$ cat config.mk
export PLATFORM = sky130hd
export DESIGN_NAME = alu_arbiter_flat
export DESIGN_NICKNAME = d
export VERILOG_FILES = /design/src/rtl/alu_arbiter_if.sv /design/src/rtl/alu_arbiter.sv /design/src/flat_wrapper.sv
export SDC_FILE = /design/constraint.sdc
export NUM_CORES = 1
export LEC_CHECK = 0
export ABC_CLOCK_PERIOD_IN_PS = 4400
export CAP_MARGIN = 20
export CORE_MARGIN = 8
export CORE_UTILIZATION = 30
export CTS_CLUSTER_SIZE = 16
export DETAILED_ROUTE_END_ITERATION = 6
export MAX_ROUTING_LAYER = met4
export PLACE_DENSITY_LB_ADDON = 0.15
export SETUP_SLACK_MARGIN = 0.1
export SYNTH_ARGS = -nofsm -noshare
export SYNTH_HDL_FRONTEND = slang
export SYNTH_SLANG_ARGS = --single-unit
$ cat constraint.sdc
create_clock -name i_clk -period 4.4 [get_ports i_clk]
set_clock_uncertainty 0.2 [all_clocks]
set_input_delay 0.88 -clock i_clk [delete_from_list [all_inputs] [get_ports i_clk]]
set_output_delay 0.88 -clock i_clk [all_outputs]
set_load 0.02 [all_outputs]
$ cat src/rtl/alu_arbiter_if.sv
// Request, ALU and response signals of the two-requester ALU arbiter.
// The slave modport is the arbiter side; master is the requester/ALU/consumer side.
interface alu_arbiter_if;
  localparam int unsigned DW  = 16;
  localparam int unsigned OPW = 3;
  localparam int unsigned FW  = 3;

  logic           i_flush;
  logic           i_req0_valid;
  logic           i_req1_valid;
  logic [OPW-1:0] i_req0_op;
  logic [OPW-1:0] i_req1_op;
  logic [DW-1:0]  i_req0_a;
  logic [DW-1:0]  i_req0_b;
  logic [DW-1:0]  i_req1_a;
  logic [DW-1:0]  i_req1_b;
  logic           i_req0_upd;
  logic           i_req1_upd;
  logic           o_req0_ready;
  logic           o_req1_ready;
  logic [DW-1:0]  o_alu_data_1;
  logic [DW-1:0]  o_alu_data_2;
  logic [OPW-1:0] o_alu_op;
  logic           o_alu_zero;
  logic           o_alu_negative;
  logic           o_alu_carry;
  logic [DW-1:0]  i_alu_result;
  logic           i_alu_zero;
  logic           i_alu_negative;
  logic           i_alu_carry;
  logic           i_flag_restore;
  logic [FW-1:0]  i_flag_restore_val;
  logic           o_rsp_valid;
  logic           o_rsp_id;
  logic [DW-1:0]  o_rsp_result;
  logic           i_rsp_ready;
  logic [FW-1:0]  o_ccr;

  modport slave (
    input  i_flush,
    input  i_req0_valid, i_req1_valid, i_req0_op, i_req1_op,
    input  i_req0_a, i_req0_b, i_req1_a, i_req1_b, i_req0_upd, i_req1_upd,
    output o_req0_ready, o_req1_ready,
    output o_alu_data_1, o_alu_data_2, o_alu_op,
    output o_alu_zero, o_alu_negative, o_alu_carry,
    input  i_alu_result, i_alu_zero, i_alu_negative, i_alu_carry,
    input  i_flag_restore, i_flag_restore_val,
    output o_rsp_valid, o_rsp_id, o_rsp_result,
    input  i_rsp_ready,
    output o_ccr
  );

  modport master (
    output i_flush,
    output i_req0_valid, i_req1_valid, i_req0_op, i_req1_op,
    output i_req0_a, i_req0_b, i_req1_a, i_req1_b, i_req0_upd, i_req1_upd,
    input  o_req0_ready, o_req1_ready,
    input  o_alu_data_1, o_alu_data_2, o_alu_op,
    input  o_alu_zero, o_alu_negative, o_alu_carry,
    output i_alu_result, i_alu_zero, i_alu_negative, i_alu_carry,
    output i_flag_restore, i_flag_restore_val,
    input  o_rsp_valid, o_rsp_id, o_rsp_result,
    output i_rsp_ready,
    input  o_ccr
  );
endinterface

$ cat src/rtl/alu_arbiter.sv
// Two-requester arbiter in front of an external combinational ALU: an issue stage
// drives the ALU, a response stage captures its result, and a CCR holds committed flags.
module alu_arbiter #(
  parameter int unsigned RR_ENABLE = 1
) (
  input logic          i_clk,
  input logic          i_rst_n,
  alu_arbiter_if.slave bus
);
  localparam int unsigned DW  = 16;
  localparam int unsigned OPW = 3;
  localparam int unsigned FW  = 3;
  localparam bit          RR  = (RR_ENABLE != 0);

  typedef struct packed {
    logic [OPW-1:0] op;
    logic [DW-1:0]  a;
    logic [DW-1:0]  b;
    logic           id;
    logic           upd;
  } iss_t;

  logic          ptr;
  logic          iss_valid;
  iss_t          iss;
  logic          rsp_valid;
  logic          rsp_id;
  logic [DW-1:0] rsp_result;
  logic [FW-1:0] ccr;

  logic grant0_c;
  logic grant1_c;
  logic rsp_load_c;
  logic advance_c;
  logic accept_c;
  iss_t req_c;

  // Grant selection and pipeline advance; flush blocks any acceptance.
  always_comb begin
    grant1_c   = bus.i_req1_valid && (!bus.i_req0_valid || (RR && ptr));
    grant0_c   = bus.i_req0_valid && !grant1_c;
    rsp_load_c = !rsp_valid || bus.i_rsp_ready;
    advance_c  = (!iss_valid || rsp_load_c) && !bus.i_flush;
    accept_c   = (grant0_c || grant1_c) && advance_c;
    req_c      = '{op: bus.i_req0_op, a: bus.i_req0_a, b: bus.i_req0_b,
                   id: 1'b0, upd: bus.i_req0_upd};
    if (grant1_c) begin
      req_c = '{op: bus.i_req1_op, a: bus.i_req1_a, b: bus.i_req1_b,
                id: 1'b1, upd: bus.i_req1_upd};
    end
  end

  always_ff @(posedge i_clk or negedge i_rst_n) begin
    if (!i_rst_n) begin
      ptr        <= 1'b0;
      iss_valid  <= 1'b0;
      iss        <= '0;
      rsp_valid  <= 1'b0;
      rsp_id     <= 1'b0;
      rsp_result <= '0;
      ccr        <= '0;
    end else begin
      if (bus.i_flush) begin
        iss_valid <= 1'b0;
        iss.op    <= '0;
        rsp_valid <= 1'b0;
      end else begin
        if (advance_c) begin
          iss_valid <= accept_c;
          if (accept_c) begin
            iss <= req_c;
            ptr <= ~req_c.id;
          end else begin
            iss.op <= '0;
          end
        end
        if (rsp_load_c) begin
          rsp_valid <= iss_valid;
          if (iss_valid) begin
            rsp_result <= bus.i_alu_result;
            rsp_id     <= iss.id;
          end
        end
      end
      // Restore wins over a flag commit on the same edge; flushed ops never commit.
      if (bus.i_flag_restore) begin
        ccr <= bus.i_flag_restore_val;
      end else if (!bus.i_flush && iss_valid && iss.upd && rsp_load_c) begin
        ccr <= {bus.i_alu_carry, bus.i_alu_negative, bus.i_alu_zero};
      end
    end
  end

  assign bus.o_req0_ready   = grant0_c && advance_c;
  assign bus.o_req1_ready   = grant1_c && advance_c;
  assign bus.o_alu_data_1   = iss.a;
  assign bus.o_alu_data_2   = iss.b;
  assign bus.o_alu_op       = iss.op;
  assign bus.o_alu_carry    = ccr[2];
  assign bus.o_alu_negative = ccr[1];
  assign bus.o_alu_zero     = ccr[0];
  assign bus.o_rsp_valid    = rsp_valid;
  assign bus.o_rsp_id       = rsp_id;
  assign bus.o_rsp_result   = rsp_result;
  assign bus.o_ccr          = ccr;
endmodule

$ cat src/flat_wrapper.sv
// flat-port wrapper written by rule: the top's interface ports become plain ports
module alu_arbiter_flat 
#(
  parameter int unsigned RR_ENABLE = 1
)
  (i_clk, i_rst_n, bus_i_flush, bus_i_req0_valid, bus_i_req1_valid, bus_i_req0_op, bus_i_req1_op, bus_i_req0_a, bus_i_req0_b, bus_i_req1_a, bus_i_req1_b, bus_i_req0_upd, bus_i_req1_upd, bus_o_req0_ready, bus_o_req1_ready, bus_o_alu_data_1, bus_o_alu_data_2, bus_o_alu_op, bus_o_alu_zero, bus_o_alu_negative, bus_o_alu_carry, bus_i_alu_result, bus_i_alu_zero, bus_i_alu_negative, bus_i_alu_carry, bus_i_flag_restore, bus_i_flag_restore_val, bus_o_rsp_valid, bus_o_rsp_id, bus_o_rsp_result, bus_i_rsp_ready, bus_o_ccr);
  alu_arbiter_if bus_i ();
  input logic i_clk;
  input logic i_rst_n;
  input wire logic [$bits(bus_i.i_flush)-1:0] bus_i_flush;
  input wire logic [$bits(bus_i.i_req0_valid)-1:0] bus_i_req0_valid;
  input wire logic [$bits(bus_i.i_req1_valid)-1:0] bus_i_req1_valid;
  input wire logic [$bits(bus_i.i_req0_op)-1:0] bus_i_req0_op;
  input wire logic [$bits(bus_i.i_req1_op)-1:0] bus_i_req1_op;
  input wire logic [$bits(bus_i.i_req0_a)-1:0] bus_i_req0_a;
  input wire logic [$bits(bus_i.i_req0_b)-1:0] bus_i_req0_b;
  input wire logic [$bits(bus_i.i_req1_a)-1:0] bus_i_req1_a;
  input wire logic [$bits(bus_i.i_req1_b)-1:0] bus_i_req1_b;
  input wire logic [$bits(bus_i.i_req0_upd)-1:0] bus_i_req0_upd;
  input wire logic [$bits(bus_i.i_req1_upd)-1:0] bus_i_req1_upd;
  output wire logic [$bits(bus_i.o_req0_ready)-1:0] bus_o_req0_ready;
  output wire logic [$bits(bus_i.o_req1_ready)-1:0] bus_o_req1_ready;
  output wire logic [$bits(bus_i.o_alu_data_1)-1:0] bus_o_alu_data_1;
  output wire logic [$bits(bus_i.o_alu_data_2)-1:0] bus_o_alu_data_2;
  output wire logic [$bits(bus_i.o_alu_op)-1:0] bus_o_alu_op;
  output wire logic [$bits(bus_i.o_alu_zero)-1:0] bus_o_alu_zero;
  output wire logic [$bits(bus_i.o_alu_negative)-1:0] bus_o_alu_negative;
  output wire logic [$bits(bus_i.o_alu_carry)-1:0] bus_o_alu_carry;
  input wire logic [$bits(bus_i.i_alu_result)-1:0] bus_i_alu_result;
  input wire logic [$bits(bus_i.i_alu_zero)-1:0] bus_i_alu_zero;
  input wire logic [$bits(bus_i.i_alu_negative)-1:0] bus_i_alu_negative;
  input wire logic [$bits(bus_i.i_alu_carry)-1:0] bus_i_alu_carry;
  input wire logic [$bits(bus_i.i_flag_restore)-1:0] bus_i_flag_restore;
  input wire logic [$bits(bus_i.i_flag_restore_val)-1:0] bus_i_flag_restore_val;
  output wire logic [$bits(bus_i.o_rsp_valid)-1:0] bus_o_rsp_valid;
  output wire logic [$bits(bus_i.o_rsp_id)-1:0] bus_o_rsp_id;
  output wire logic [$bits(bus_i.o_rsp_result)-1:0] bus_o_rsp_result;
  input wire logic [$bits(bus_i.i_rsp_ready)-1:0] bus_i_rsp_ready;
  output wire logic [$bits(bus_i.o_ccr)-1:0] bus_o_ccr;
  assign bus_i.i_flush = bus_i_flush;
  assign bus_i.i_req0_valid = bus_i_req0_valid;
  assign bus_i.i_req1_valid = bus_i_req1_valid;
  assign bus_i.i_req0_op = bus_i_req0_op;
  assign bus_i.i_req1_op = bus_i_req1_op;
  assign bus_i.i_req0_a = bus_i_req0_a;
  assign bus_i.i_req0_b = bus_i_req0_b;
  assign bus_i.i_req1_a = bus_i_req1_a;
  assign bus_i.i_req1_b = bus_i_req1_b;
  assign bus_i.i_req0_upd = bus_i_req0_upd;
  assign bus_i.i_req1_upd = bus_i_req1_upd;
  assign bus_o_req0_ready = bus_i.o_req0_ready;
  assign bus_o_req1_ready = bus_i.o_req1_ready;
  assign bus_o_alu_data_1 = bus_i.o_alu_data_1;
  assign bus_o_alu_data_2 = bus_i.o_alu_data_2;
  assign bus_o_alu_op = bus_i.o_alu_op;
  assign bus_o_alu_zero = bus_i.o_alu_zero;
  assign bus_o_alu_negative = bus_i.o_alu_negative;
  assign bus_o_alu_carry = bus_i.o_alu_carry;
  assign bus_i.i_alu_result = bus_i_alu_result;
  assign bus_i.i_alu_zero = bus_i_alu_zero;
  assign bus_i.i_alu_negative = bus_i_alu_negative;
  assign bus_i.i_alu_carry = bus_i_alu_carry;
  assign bus_i.i_flag_restore = bus_i_flag_restore;
  assign bus_i.i_flag_restore_val = bus_i_flag_restore_val;
  assign bus_o_rsp_valid = bus_i.o_rsp_valid;
  assign bus_o_rsp_id = bus_i.o_rsp_id;
  assign bus_o_rsp_result = bus_i.o_rsp_result;
  assign bus_i.i_rsp_ready = bus_i_rsp_ready;
  assign bus_o_ccr = bus_i.o_ccr;
  alu_arbiter #(.RR_ENABLE(RR_ENABLE)) u_core (.i_clk(i_clk), .i_rst_n(i_rst_n), .bus(bus_i));
endmodule
==> summary.txt, run 1 <==
GRT
  – Met2 usage: 0.186
  – Largest net degree at the start of global routing: 58
  – First-pass GRT wire length: 12.3 mm
  – Tot GR Track Use: 0.126
  – GR peak layer: met2
  – Initial antenna violation count: 0
  – Congestion Overflow GR: 0
  – M1 GR Usage: 0.147
  – Vias in the first global route: 2414
  – Grt met3 use: 0.0543

Placed design
  – Dpl hpwl: 6.14 mm
  – Placed cell area: 0.00435 sq mm
  – I/O Buffers: 161
  – Post-place setup slack: 0.620 ns
  – GP Congestion: 0.742

Floorplanning
  – Die H: 114 um
  – Initial Util: 0.303
  – Total core area: 0.00955 sq mm
  – IO Pins: 162
  – Die X: 114 um
  – Row count: 36
  – Die area: 0.0130 sq mm

CTS
  – Clk Latency, worst-skew pair: 0.33 ns
  – Max H-tree Level: 3
  – Setup Buffers After CTS: 0
  – CTS Buf Count: 9
  – CTS sink cnt: 60
  – Clock Tree Buf Depth: 2
  – Clock-pin transition on the worst setup and hold timing paths: 0.07 ns
  – Hold buffer count at CTS: 0
  – TritonCTS clock tree: built
  – Post_cts resized: 0
  – Clk root buf: clkbuf_8

Synthesis
  – Synthesized Nets: 367
  – Count of different cell masters after synthesis: 24
  – Flops & latches, synth: 60
  – Mean Syn Cell Area: 10.9 sq um
  – Yosys Warn Count: 0
  – Share of the yosys chip area belonging to registers: 0.519
  – Synthesized area: 0.00289 sq mm
  – Synth Instances: 266

Final layout
  – Layout Nets: 494
  – Layout area overhead: 55.7%
  – Layout cells sized above 1: 0.109
  – Core Util, Final: 0.472
  – Ant. Diodes: 0
  – Filler cells: 938
  – Leading cell types in the layout, fill and taps excluded: clkdlybuf4s50_1, dfrtp_1, nand2_1, mux2i_1
  – Commonest non-fill, non-tap cell in the layout: clkdlybuf4s50_1
  – Cell area after layout: 0.00450 sq mm

Pwr
  – P_leak: 1.97 nW
  – Peak VDD IR: 0.196 mV
  – Pwr dens: 370 mW/mm^2

Setup path
  – Crit-path cells: clkdlybuf4s50_1 -> and3b_4 -> a2111oi_4 -> clkdlybuf4s50_1
  – Slowest CP cell: clkdlybuf4s50_1
  – Worst R2R Path Depth: 4
  – CP dominant cell by count: clkdlybuf4s50_1
  – CP endpoint kind: output pin
  – Cell family with the largest share of critical-path delay: buffers and inverters
  – Critical Path RT: 3.32 ns
  – Crit path launch type: primary input
  – Cell count along the critical path: 4
  – WS Path Type: in2out
  – Register-to-register setup slack: 2.22 ns
  – Crit Path Max Fanout: 3
  – Critical R2R Launch: u_core.iss_valid$_DFFE_PN0P_
  – CP peak stage delay: 0.68 ns
  – CP arrival: 2.69 ns
  – Worst r2r dst: u_core.bus.o_alu_data_2[9]$_DFFE_PN0P_
  – Buf+Inv Stages, Crit Path: 2

Min path
  – Min-Delay Path Class: reg2reg
  – Worst Hold End: u_core.bus.o_alu_data_1[13]$_DFFE_PN0P_
  – Hold Crit Depth: 2
  – Worst Min Path Start: u_core.bus.o_alu_data_1[13]$_DFFE_PN0P_

Routing
  – Vias/cell: 4.26
  – Routed Antenna Nets: 0
  – Post-route DRC: 0
  – Final WL: 7.99 mm
  – Initial DRC Count: 62
  – DR WL/cell: 15.1 um
  – Via count: 2251
  – TritonRoute pass-1 iters: 4

STA
  – RSZ-0062 raised after global routing: no
  – Slew Viols, Final: 0
  – Final period util: 0.856
  – Final setup violation count: 0
  – Setup ws final: 0.632 ns
  – Slew HR: 0.382
  – Total negative setup slack: 0 ns
  – Final Hold Fails: 0
  – Max Clk Rate: 0.265 GHz
  – Worst slew pin tran: 0.927 ns
  – Final min period: 3.77 ns

Status
  – Status: finished clean

Run
  – Max cap viols: 0
[how the worst max path moves through the flow]
stage                               start          endpoint  slack [ns]
after floorplan           bus_i_rsp_ready  bus_o_req0_ready        1.54
after global placement    bus_i_rsp_ready  bus_o_req0_ready        0.61
after detailed placement  bus_i_rsp_ready  bus_o_req0_ready        0.62
after CTS                 bus_i_rsp_ready  bus_o_req0_ready        0.60
after global routing      bus_i_rsp_ready  bus_o_req0_ready        0.59
final                     bus_i_rsp_ready  bus_o_req0_ready        0.63
[cell families (layout without fill, tap and decap cells)]
family / count (synthesis) / count (layout) / share of synthesized area
simple gates: 70 / 70 / 0.110
flops: 60 / 60 / 0.519
buf+inv: 51 / 181 / 0.127
compound gates: 47 / 47 / 0.105
mux: 38 / 38 / 0.139
[worst min-delay path: cells and delay by family, from the launching register on]
family,cells,cell delay (ns)
DFF,1,0.34
and+or+nand+nor,2,0.10
[per-stage QoR]
stage               total power, W  std cells  hold slack (ns)
finish                     0.00167        529            0.264
global route               0.00177        529            0.284
CTS                        0.00170        529            0.269
detailed placement         0.00128        515            0.255
global placement           0.00127        515            0.250
floorplan                  0.00102        266            0.239
[area by class of cell]
| type | instances | area, sq um | area share |
|---|---|---|---|
| tap | 133 | 166 | 0.0370 |
| inverter | 1 | 3.75 | 0.000834 |
| multi-input combinational | 155 | 1030 | 0.229 |
| timing repair buffer | 166 | 1640 | 0.365 |
| clock buffer | 11 | 141 | 0.0314 |
| clock inverter | 3 | 15.0 | 0.00333 |
| sequential | 60 | 1500 | 0.333 |
[sequential cells by signal (all words and copies together), names as in the netlist]
name,count
u_core.bus.o_alu_data_1,16
u_core.bus.o_alu_data_2,16
u_core.bus.o_rsp_result,16
u_core.bus.o_alu_op,3
u_core.bus.o_ccr,3
u_core.iss,2
u_core.bus.o_rsp_id,1
u_core.bus.o_rsp_valid,1
u_core.iss_valid,1
u_core.ptr,1
[routing by layer]
metal | wire length (um) | vias up | share of wire
li1 | - | 1121 | -
met1 | 3660 | 1013 | 0.46
met2 | 3400 | 106 | 0.43
met3 | 768 | 11 | 0.096
met4 | 154 | 0 | 0.019
met5 | 0 | - | 0
[power by group]
part	leakage (nW)	internal (W)	switching, W	total [W]
sequential	0.730	0.000644	0.0000501	0.000694
combinational	1.15	0.000303	0.000260	0.000564
clock	0.0848	0.000210	0.000200	0.000410
total	1.97	0.00116	0.000510	0.00167
[synth_stat cells, drive strengths merged]
library cell   n  share of area
and3b          1         0.0043
a21o           2         0.0052
or3            1         0.0022
nor2b          4         0.0086
nor4b          1         0.0082
mux2          17          0.066
clkbuf         2         0.0026
nand2         54          0.070
o21ai         23          0.040
inv            1         0.0013
a31oi          3         0.0065
nand2b         2         0.0043
buf           48           0.12
a2111oi        1         0.0095
mux2i         21          0.073
a21oi          3         0.0052
and2b          1         0.0026
or3b           1         0.0030
nor2           5         0.0065
a22oi         15          0.039
dfrtp         60           0.52
Power figures use the tool's default switching activity.
==> run 2: changes to the inputs <==
- CAP_MARGIN: 20 -> 10
- CTS_CLUSTER_SIZE: 16 -> 20
- REMOVE_ABC_BUFFERS: default -> 1
==> run 2 against run 1 <==
Against the previous run: wire length increased by 3.3%; design area increased by 0.22%; count of clock-buffer cells in the layout increased by 2; first-iteration DRC count decreased by 42%.
==> summary.txt, run 2 (synthesis gave the netlist of run 1 again) <==
Status
  – Status: finished clean

CTS
  – CTS Buf Count: 9
  – TritonCTS clock tree: built
  – Clk Latency, worst-skew pair: 0.32 ns
  – Hold buffer count at CTS: 0
  – Post_cts resized: 0
  – CTS sink cnt: 60
  – Clock Tree Buf Depth: 2
  – Clk root buf: clkbuf_8
  – Setup Buffers After CTS: 0
  – Max H-tree Level: 3
  – Clock-pin transition on the worst setup and hold timing paths: 0.06 ns

Setup path
  – Worst r2r dst: u_core.bus.o_alu_data_2[2]$_DFFE_PN0P_
  – Worst R2R Path Depth: 4
  – Register-to-register setup slack: 2.24 ns
  – Crit path launch type: primary input
  – CP endpoint kind: output pin
  – Critical Path RT: 3.32 ns
  – CP arrival: 2.69 ns
  – Critical R2R Launch: u_core.bus.o_rsp_valid$_DFFE_PN0P_
  – WS Path Type: in2out
  – Crit Path Max Fanout: 3

Floorplanning
  – Die area: 0.0130 sq mm
  – Die H: 114 um
  – IO Pins: 162
  – Row count: 36
  – Initial Util: 0.303
  – Total core area: 0.00955 sq mm
  – Die X: 114 um

Pwr
  – Net Sw Power: 0.000514 W
  – Pint: 0.00118 W
  – P_leak: 1.97 nW
  – Sw Share: 0.304
  – PnR Total Power: 0.00169 W
  – Sequential power share: 0.410
  – Peak VDD IR: 0.183 mV
  – Pwr dens: 375 mW/mm^2
  – Clock power frac: 0.256
  – Comb pwr share: 0.333

STA
  – Final Hold Fails: 0
  – Worst slew pin tran: 1.01 ns
  – Slew HR: 0.330
  – RSZ-0062 raised after global routing: no
  – Final min period: 3.77 ns
  – Final period util: 0.857
  – Total negative setup slack: 0 ns
  – Final setup violation count: 0
  – Max Clk Rate: 0.265 GHz
  – Slew Viols, Final: 0

Final layout
  – Layout Nets: 494
  – Filler cells: 943
  – Layout cells sized above 1: 0.106
  – Ant. Diodes: 0
  – Layout area overhead: 56.0%
  – Commonest non-fill, non-tap cell in the layout: clkdlybuf4s50_1
  – Leading cell types in the layout, fill and taps excluded: clkdlybuf4s50_1, dfrtp_1, nand2_1, mux2i_1

Min path
  – Worst Hold End: u_core.bus.o_alu_data_1[7]$_DFFE_PN0P_
  – Hold Crit Depth: 2
  – Min-Delay Path Class: reg2reg
  – Worst Min Path Start: u_core.bus.o_alu_data_1[7]$_DFFE_PN0P_

Routing
  – TritonRoute pass-1 iters: 4
  – Initial DRC Count: 36
  – Final WL: 8.25 mm
  – Vias/cell: 4.27
  – Via count: 2263
  – DR WL/cell: 15.6 um
  – Post-route DRC: 0
  – Routed Antenna Nets: 0

Placed design
  – Dpl hpwl: 6.38 mm
  – GP Congestion: 0.682
  – I/O Buffers: 161

GRT
  – Initial antenna violation count: 0
  – Congestion Overflow GR: 0
  – First-pass GRT wire length: 13.0 mm
  – Largest net degree at the start of global routing: 58
  – Tot GR Track Use: 0.132
  – Vias in the first global route: 2439

Run
  – Max cap viols: 0
run 2: cell types whose count changed in the layout (fill, tap and decap cells not counted):
cell      delta
nor2_2       -1
clkbuf_1     +1
clkinv_2     -1
clkbuf_8     +1
nor2_1       +1
run 2: cell type report:
type / instances / area (sq um) / share of cell area
clock inverter: 2 / 10.0 / 0.00222
inverter: 1 / 3.75 / 0.000832
timing repair buffer: 166 / 1640 / 0.364
clock buffer: 13 / 159 / 0.0352
sequential: 60 / 1500 / 0.333
multi-input combinational: 155 / 1030 / 0.228
tap: 133 / 166 / 0.0369
run 2: how the worst max path moves through the flow:
stage / end / slack, ns / start / cells past startpoint
3_5_place_dp: bus_o_req0_ready / 0.61 / bus_i_rsp_ready / 4
6_report: bus_o_req0_ready / 0.63 / bus_i_rsp_ready / 4
2_1_floorplan: u_core.bus.o_alu_data_1[14]$_DFFE_PN0P_ / 1.35 / bus_i_req0_valid / 4
3_3_place_gp: bus_o_req0_ready / 0.62 / bus_i_rsp_ready / 4
4_1_cts: bus_o_req0_ready / 0.60 / bus_i_rsp_ready / 4
5_1_grt: bus_o_req0_ready / 0.55 / bus_i_rsp_ready / 4
run 2: critical path, stage by stage:
cell and delay (ns):
clkdlybuf4s50_1 0.50, and3b_4 0.24, a2111oi_4 0.36, clkdlybuf4s50_1 0.70
run 2: power by group through the flow:
| stage | sequential [W] | combinational (W) | clock (W) |
|---|---|---|---|
| 6_report | 0.000694 | 0.000564 | 0.000434 |
| 5_1_grt | 0.000706 | 0.000604 | 0.000477 |
| 4_1_cts | 0.000694 | 0.000576 | 0.000454 |
| 3_5_place_dp | 0.000704 | 0.000574 | 0 |
| 3_3_place_gp | 0.000700 | 0.000571 | 0 |
| 2_1_floorplan | 0.000815 | 0.000125 | 0 |
run 2: through the flow:
step	hold WS (ns)	cell area (sq um)	utilization	instances	setup slack, ns
2_1_floorplan	0.244	2530	-	216	1.35
3_5_place_dp	0.256	4340	0.455	515	0.612
4_1_cts	0.269	4510	0.473	530	0.595
6_report	0.262	4510	0.473	530	0.630
3_3_place_gp	0.249	4340	0.455	515	0.620
5_1_grt	0.291	4510	0.473	530	0.554
run 2: layer usage:
metal	vias to the layer above	wire, um	track usage	share of wire
met4	0	99	0.0479	0.012
met5	-	0	-	0
met1	1065	3220	0.137	0.39
met2	72	4330	0.229	0.53
met3	7	594	0.0459	0.072
li1	1119	-	-	-
==> run 3: changes to the inputs <==
- ABC_AREA: default -> 1
==> run 3 against run 2 <==
Against the previous run: setup slack gained 0.17 ns; highest routed layer unchanged; sequential power decreased by 1%; clock power fell by 4.8%; largest power group unchanged; cell count is 31% higher; sequential share of layout area decreased by 2.0 points; largest cell class unchanged; design area is 6.3% higher; hold slack improved by 0.011 ns.
==> summary.txt, run 3 <==
Routing
  – Routed Antenna Nets: 0
  – Initial DRC Count: 168
  – Final WL: 9.75 mm
  – Vias/cell: 4.34
  – DR WL/cell: 14.0 um
  – Post-route DRC: 0
  – Via count: 3010
  – TritonRoute pass-1 iters: 4

Synthesis
  – Dominant cells by area after synthesis: dfrtp_1, nand2_1, buf_4, nand3_1, buf_6
  – Mean Syn Cell Area: 7.50 sq um
  – Yosys Warn Count: 0
  – Synthesized area: 0.00324 sq mm
  – Flops & latches, synth: 60
  – Count of different cell masters after synthesis: 15
  – Post-synthesis async set-or-reset flop share: 1.00
  – Most frequent cell after synthesis: nand2_1
  – Commonest cells in the netlist: nand2_1, dfrtp_1, nand3_1
  – Most used flip-flop cell after synthesis: dfrtp_1
  – Share of the yosys chip area belonging to registers: 0.464
  – Dominant cell type by area after synthesis: dfrtp_1
  – Post-synth top area share: 0.464
  – EDFF count, synth: 0
  – Synth Instances: 432

Setup path
  – CP arrival: 2.52 ns
  – Critical R2R Launch: u_core.bus.o_rsp_valid$_DFFE_PN0P_
  – WS Path Type: in2out
  – Register-to-register setup slack: 2.58 ns
  – Critical Path RT: 3.32 ns
  – CP dominant cell by count: clkdlybuf4s50_1
  – Crit Path Max Fanout: 4
  – Cell family with the largest share of critical-path delay: buffers and inverters
  – Slowest CP cell: clkdlybuf4s50_1
  – Crit-path cells: clkdlybuf4s50_1 -> nor2_2 -> nor2_4 -> nand2_1 -> inv_1 -> clkdlybuf4s50_1
  – Crit path launch type: primary input
  – CP endpoint kind: output pin
  – CP peak stage delay: 0.67 ns
  – Buf+Inv Stages, Crit Path: 3
  – Worst R2R Path Depth: 4
  – Worst r2r dst: u_core.bus.o_rsp_result[11]$_DFFE_PN0P_

Placed design
  – Inst Count DP: 679
  – Dpl hpwl: 7.20 mm
  – I/O Buffers: 161
  – GP Congestion: 0.770

Floorplanning
  – Initial Util: 0.303
  – Total core area: 0.0107 sq mm
  – Row count: 38
  – Die H: 120 um
  – Die area: 0.0144 sq mm
  – IO Pins: 162
  – Die X: 120 um

GRT
  – Congestion Overflow GR: 0
  – First-pass GRT wire length: 15.6 mm
  – Largest net degree at the start of global routing: 51
  – Initial antenna violation count: 0
  – Tot GR Track Use: 0.141
  – Vias in the first global route: 3063

CTS
  – Clk Latency, worst-skew pair: 0.33 ns
  – Hold buffer count at CTS: 0
  – Clock-pin transition on the worst setup and hold timing paths: 0.06 ns
  – Setup Buffers After CTS: 0
  – TritonCTS clock tree: built
  – Clk root buf: clkbuf_8
  – CTS Buf Count: 9
  – CTS sink cnt: 60
  – Max H-tree Level: 3
  – Post_cts resized: 0
  – Clock Tree Buf Depth: 2

Final layout
  – Filler cells: 1118
  – Finished Layout Cells: 694
  – Layout cells sized above 1: 0.0560
  – Commonest non-fill, non-tap cell in the layout: nand2_1
  – Layout area overhead: 48.1%
  – Layout Nets: 652
  – Ant. Diodes: 0
  – Leading cell types in the layout, fill and taps excluded: nand2_1, clkdlybuf4s50_1, dfrtp_1, nand3_1, clkbuf_8

Pwr
  – Sw Share: 0.326
  – P_leak: 2.39 nW
  – Pwr dens: 350 mW/mm^2
  – Net Sw Power: 0.000547 W
  – Comb pwr share: 0.345
  – Pint: 0.00113 W
  – Clock power frac: 0.246
  – Peak VDD IR: 0.167 mV
  – Sequential power share: 0.409
  – PnR Total Power: 0.00168 W

STA
  – Final Hold Fails: 0
  – Max Clk Rate: 0.278 GHz
  – Final setup violation count: 0
  – Final min period: 3.60 ns
  – Final period util: 0.817
  – Total negative setup slack: 0 ns
  – RSZ-0062 raised after global routing: no
  – Worst slew pin tran: 0.680 ns
  – Slew Viols, Final: 0
  – Slew HR: 0.546

Min path
  – Worst Min Path Start: u_core.bus.o_rsp_result[8]$_DFFE_PN0P_
  – Hold Crit Depth: 2
  – Worst Hold End: u_core.bus.o_rsp_result[8]$_DFFE_PN0P_
  – Min-Delay Path Class: reg2reg

Status
  – Status: finished clean

Run
  – Max cap viols: 0
run 3: metrics by stage:
| step | setup slack, ns | hold WS [ns] | utilization | instance area [sq um] |
|---|---|---|---|---|
| floorplan | 1.25 | 0.243 | - | 2800 |
| global placement | 0.778 | 0.254 | 0.432 | 4620 |
| detailed placement | 0.775 | 0.260 | 0.432 | 4620 |
| CTS | 0.774 | 0.277 | 0.446 | 4780 |
| global route | 0.738 | 0.295 | 0.448 | 4800 |
| finish | 0.804 | 0.273 | 0.448 | 4800 |
run 3: how the worst max path moves through the flow:
stage,start,to,slack [ns],depth (start not counted)
after floorplan,bus_i_req0_valid,bus_o_req1_ready,1.25,3
after global placement,bus_i_req1_valid,bus_o_req0_ready,0.78,6
after detailed placement,bus_i_req1_valid,bus_o_req0_ready,0.78,6
after CTS,bus_i_req1_valid,bus_o_req0_ready,0.77,6
after global routing,bus_i_req1_valid,bus_o_req0_ready,0.74,6
final,bus_i_req1_valid,bus_o_req0_ready,0.80,6
run 3: per-layer routing:
| layer | wire [um] | track usage |
|---|---|---|
| met3 | 769 | 0.0550 |
| met1 | 4520 | 0.167 |
| met2 | 4350 | 0.216 |
| met4 | 107 | 0.0422 |
| met5 | 0 | - |
run 3: cell families after synthesis:
group	share of synthesized area
AOI/OAI and AO/OA	0.00309
and+or+nand+nor	0.390
DFF	0.464
buffers and inverters	0.143
run 3: cell type report:
type                            instances  area, sq um  area share
Inverter                                7         26.3     0.00548
Timing Repair Buffer                  167         1660       0.347
Clock inverter                          3         15.0     0.00313
Tap cell                              140          175      0.0365
Clock buffer                           11          141      0.0295
Sequential cell                        60         1500       0.313
Multi-Input combinational cell        306         1270       0.265
run 3: worst reg2reg max path, cell delays in order (launching register included):
cell	delay (ns)
dfrtp_1	0.41
nand2_1	0.52
nand2_2	0.38
nand2_1	0.14
nand2_1	0.06
run 3: power by group through the flow:
stage | logic (W) | registers (W) | clock network, W
after CTS | 0.000588 | 0.000687 | 0.000426
final | 0.000579 | 0.000687 | 0.000413
after detailed placement | 0.000587 | 0.000695 | 0
after global routing | 0.000634 | 0.000699 | 0.000455
after global placement | 0.000585 | 0.000692 | 0
after floorplan | 0.000143 | 0.000797 | 0
